==> config.mk <==
export PLATFORM = sky130hd
export DESIGN_NAME = _5bit_logic_ref
export DESIGN_NICKNAME = d
export VERILOG_FILES = /design/src/rtl/alu5_pkg.sv /design/src/rtl/_5bit_logic_ref.sv
export SDC_FILE = /design/constraint.sdc
export NUM_CORES = 1
export LEC_CHECK = 0
export CORE_AREA = 2 2 39 41
export DETAILED_ROUTE_END_ITERATION = 7
export DIE_AREA = 0 0 41 43
export PLACE_DENSITY = 0.51
export SKIP_LAST_GASP = 1
export SYNTH_ARGS = -nofsm -noshare
export SYNTH_HDL_FRONTEND = slang
export SYNTH_SLANG_ARGS = --single-unit
==> constraint.sdc <==
create_clock -name vclk -period 0.9
set_input_delay 0.18 -clock vclk [all_inputs]
set_output_delay 0.18 -clock vclk [all_outputs]
set_load 0.01 [all_outputs]
==> src/rtl/alu5_pkg.sv <==
// Shared definitions for the 5-bit logic-unit family: operand width,
// operation encodings and the response-checker session states.
package alu5_pkg;

  localparam int unsigned WIDTH       = 5;
  localparam int unsigned LATENCY_MAX = 4;

  typedef enum logic [1:0] {
    OP_AND = 2'b00,
    OP_OR  = 2'b01,
    OP_XOR = 2'b10,
    OP_NOR = 2'b11
  } op_e;

  typedef enum logic [1:0] {
    ST_IDLE,
    ST_RUN,
    ST_DRAIN,
    ST_DONE
  } state_e;

endpackage

==> src/rtl/_5bit_logic_ref.sv <==
// Combinational golden model of the 5-bit logic units: the AND/OR/XOR/NOR
// result the unit under test is expected to produce for one operand pair.
module _5bit_logic_ref #(
  parameter int unsigned WIDTH = alu5_pkg::WIDTH
) (
  input  logic [WIDTH-1:0] inp_a,
  input  logic [WIDTH-1:0] inp_b,
  input  logic [1:0]       op,
  output logic [WIDTH-1:0] expected
);
  import alu5_pkg::*;

  always_comb begin
    expected = '0;
    unique case (op)
      OP_AND:  expected = inp_a & inp_b;
      OP_OR:   expected = inp_a | inp_b;
      OP_XOR:  expected = inp_a ^ inp_b;
      OP_NOR:  expected = ~(inp_a | inp_b);
      default: expected = '0;
    endcase
  end

endmodule

==> results_dict.tcl <==
set metrics [dict create \
    status "complete, but fails checks" \
    violations "setup timing" \
    start_util 0.2333 \
    synth.area.top_cells "ha_1, mux2i_1, xor2_1" \
    tightest_slew_ps 184.5 \
    synthTopCellsByCount "ha_1, inv_1, mux2i_1" \
    layout.nets 81 \
    die_x_um 41 \
    peakVddDrop_mv 0.1810 \
    first_pass_iters 1 \
    grt_pass1_vias 358 \
    vias 309 \
    drive_above_1_share 0.6491 \
    place_area_sq_um 596.8 \
    syn_to_final_growth_pct 99.22 \
    worstSetupStartpointType "input port" \
    clock_buffers 0 \
    setup_viol 5 \
    grtUsageTotal 0.1099 \
    synth_top_area_cell "ha_1" \
    holdPathStages 4 \
    layout.cells.non_filler 73 \
    vias_per_cell 4.233 \
    fmax_mhz 884.1 \
    hold_viol 0 \
    regArea_sq_um 0 \
    routed_wl_um 804 \
    dp.cells 73 \
    crit_type "input port to output pin" \
    wl_per_cell_um 11.01 \
    syn_avg_cell_area_sq_um 8.725 \
    rows 14 \
    seq_cell_count 0 \
    fp.coreArea_sq_um 1384 \
    arrival_ps 950 \
    grt_max_degree 7 \
    drc 0 \
    cp.required_ps 720 \
    rsz0062_at_grt "true" \
    min_to "expected[1]" \
    period_needed_ps 1131 \
    ant_nets 0 \
    cp_max_fo 2 \
    ys_seq_area_frac 0 \
    place_congestion 0.6166 \
    multi_input_area_sq_um 344.1 \
    p_per_area_nw_per_um2 450.8 \
    fin_area_sq_um 643.1 \
    grt_pass1_wl_um 1380 \
    ys_types 6 \
    min_from "op[0]" \
    postLayoutSetupSlackWorst_ps -231.1 \
    fillCellCount 138 \
    yosysWarnings 0 \
    synth_cells 37 \
    worstHoldPathType "input port to output pin" \
    syn_nets 59 \
    hpwl_um 656.2 \
    drt_first_iter_violations 0 \
    slew_headroom 0.8735 \
    grt-ovfl-total 0 \
    final_max_slew_viol_count 0 \
    numPortBuffers 17 \
    endpoint_kind "output pin" \
    antenna_found_initial 0 \
    die_area_sq_um 1763 \
    maxCapViolations 0 \
    yosysTopAreaCellShare 0.3876 \
    postCtsSetupBuffers 0 \
    io-pin-count 17 \
    fin_crit_sh 1.257 \
    diodes 0 \
    die-height_um 43 \
    p_leak_nw 0.3288 \
    syn-cell-area_sq_um 322.8 \
]
-- per-stage QoR --
stage                     setup WS [ps]  setup TNS, ps  total power, W  utilization  hold WS, ps
after global routing             -271.3          -1076       0.0003255       0.4647        918.5
after global placement           -978.4          -4845       0.0002743       0.4313         1503
after floorplan                   7.094              0       0.0001378            -        649.2
after detailed placement          -1069          -5139       0.0002912       0.4313         1535
final                            -231.1         -855.9       0.0002899       0.4647        885.5
after CTS                        -215.0         -895.8       0.0002922       0.4593        893.9
-- power by group --
group	internal, W	total (W)	switching [W]
logic	0.000162	0.000290	0.000128
clock network	0	0	0
registers	0	0	0
total	0.000162	0.000290	0.000128
-- routing by layer --
layer	vias up	GRT usage	routed length, um
met5	-	0	0
met4	0	0	0
met3	0	0	39
met2	11	0.2406	522
met1	143	0.1044	243
li1	155	-	-
-- worst max-delay path by stage --
stage | startpoint | to | slack (ps) | depth (start not counted)
2_1_floorplan | inp_b[0] | expected[0] | 7 | 4
4_1_cts | inp_b[0] | expected[0] | -220 | 6
6_report | inp_a[0] | expected[0] | -230 | 6
3_3_place_gp | inp_b[3] | expected[3] | -980 | 6
5_1_grt | inp_b[0] | expected[0] | -270 | 6
3_5_place_dp | inp_b[0] | expected[0] | -1070 | 6
-- kinds of logic after synthesis --
kind of cell	Yosys count	synth area share
xor gates and xnor gates	5	0.1357
buffers and inverters	12	0.1667
muxes	10	0.3101
adders and majority gates	10	0.3876
-- worst max-delay path, stage by stage --
cell	delay (ps)
buf_8	80
inv_4	30
ha_4	240
mux2i_1	70
mux2i_1	180
buf_2	180
-- repair_timing --
| item | in CTS | in global routing |
|---|---|---|
| hold endpoints to repair | 0 | 0 |
| gates resized for setup | 93 | 3 |
| pin swaps | 2 | 0 |
| hold buffers | 0 | 0 |
| setup endpoints to repair | 5 | 5 |
-- cells in the final DEF, fill, tap and decap left out --
| cell type | netlist | final |
|---|---|---|
| buf_2 | 0 | 6 |
| buf_4 | 0 | 1 |
| buf_8 | 0 | 3 |
| inv_4 | 0 | 10 |
| clkdlybuf4s15_1 | 0 | 1 |
| ha_1 | 10 | 4 |
| xor2_1 | 5 | 5 |
| buf_6 | 1 | 11 |
| mux2i_1 | 10 | 10 |
| ha_4 | 0 | 6 |
-- layout make-up --
type                       instances  share of cell area
multi-input combinational         25              0.5350
timing repair buffer              22              0.3366
tap                               16             0.03113
inverter                          10             0.09728
Note: power is estimated with default switching activity, not from simulation.
==> edit, RTL diff (config.mk and constraints unchanged) <==
Change the package constant `WIDTH` from 5 to 4.
--- a/src/rtl/alu5_pkg.sv
+++ b/src/rtl/alu5_pkg.sv
@@ -3,5 +3,5 @@
 package alu5_pkg;
 
-  localparam int unsigned WIDTH       = 5;
+  localparam int unsigned WIDTH       = 4;
   localparam int unsigned LATENCY_MAX = 4;
 
Ports: changed (resized expected, inp_a and inp_b); port bits go from 17 to 14. No check against the original RTL was run, so the function may have changed too.
==> edit against the original RTL <==
  * The flow still finishes with violations (setup timing)
  * Design area fell by 24%
  * Area after synthesis fell by 19%
  * Total power fell by 26%
  * Wire length fell by 36%
  * Fmax rose by 7.0%
  * Setup slack improved by 0.074 ns
  * Critical endpoint is now expected[1]
==> edit: results <==
{
  "max_stage_delay_ns": 0.18,
  "fin_ws_ns": -0.157,
  "grtUsageMet2_pct": 14.7,
  "place_hpwl_um": 481,
  "tightest_slew_ns": 0.146,
  "violations": "setup timing",
  "cts_post_setup_buffers_inserted": 0,
  "nFlopsAndLatches": 0,
  "wl_per_cell_um": 8.53,
  "place_congestion": 0.505,
  "portBuffers": 14,
  "grt_use_total_pct": 6.69,
  "arrival_ns": 0.88,
  "grt_first_pass_wirelength_um": 855,
  "use_met1_pct": 6.33,
  "cp_slowest_cell": "ha_4",
  "vias_per_cell": 4.03,
  "syn_nets": 48,
  "fin_nets": 64,
  "crit_start": "inp_b[1]",
  "ys_top_cells_by_area": "ha_1 (38%), mux2i_1 (31%), xor2_1 (13%)",
  "outcome": "complete, but fails checks",
  "ir_worst_vdd_uv": 154,
  "synthTopCellsByCount": "ha_1 (8), inv_1 (8), mux2i_1 (8), xor2_1 (4)",
  "setup_viol": 4,
  "cp-endpoint": "expected[1]",
  "cellLeakagePower_nw": 0.254
}
-- edit: cell types whose count changed after synthesis --
cell / delta
clkbuf_2: -1
ha_1: -2
buf_1: +1
inv_1: -2
xor2_1: -1
mux2i_1: -2
-- edit: how the worst min path moves through the flow --
stage                      from     endpoint  slack [ns]  cells after the start
after floorplan           op[0]  expected[0]        0.68                      2
after global placement    op[0]  expected[1]        1.53                      3
after detailed placement  op[0]  expected[1]        1.58                      3
after CTS                 op[0]  expected[1]        0.87                      3
after global routing      op[0]  expected[0]        0.88                      3
final                     op[0]  expected[1]        0.84                      3
-- edit: logic make-up (layout without fill, tap and decap cells) --
group | count (synthesis) | after routing | synth area share (%)
buffers and inverters | 10 | 24 | 17.3
adders and majority gates | 8 | 8 | 38.5
xor gates and xnor gates | 4 | 4 | 13.5
muxes | 8 | 8 | 30.8
-- edit: report_power, final --
part | internal [W] | total [W] | leakage, nW | switching [W]
Combinational | 0.000121 | 0.000213 | 0.254 | 0.0000921
Clock | 0 | 0 | 0 | 0
Sequential | 0 | 0 | 0 | 0
Total | 0.000121 | 0.000213 | 0.254 | 0.0000921
-- edit: through the flow --
stage | setup WS, ns | area [um^2] | std cells | TNS (ns) | power (W)
2_1_floorplan | 0.00759 | 310 | 30 | 0 | 0.000111
3_3_place_gp | -0.974 | 470 | 60 | -3.88 | 0.000214
3_5_place_dp | -1.03 | 470 | 60 | -4.05 | 0.000226
4_1_cts | -0.178 | 484 | 60 | -0.648 | 0.000219
5_1_grt | -0.222 | 489 | 60 | -0.805 | 0.000241
6_report | -0.157 | 489 | 60 | -0.568 | 0.000213
-- edit: cell type report --
cell class                      instances  area [um^2]
Fill cell                             154          895
Multi-Input combinational cell         20          265
Timing Repair Buffer                   16          156
Inverter                                8         47.5
Tap cell                               16         20.0
-- edit: timing repair --
item / 4_1_cts / 5_1_grt
endpoints found under the setup margin: 4 / 4
hold buffers: 0 / 0
gates resized for setup: 72 / 2
pin swaps: 3 / 0
-- edit: layer usage --
metal	vias to the layer above	routed length, um
li1	123	-
met1	109	176
met2	10	290
met3	0	44
met4	0	0
met5	-	0
-- edit: tightest hold or removal path, stage by stage --
cell and delay [ns]:
clkdlybuf4s15_2 0.26, mux2i_1 0.09, buf_2 0.13
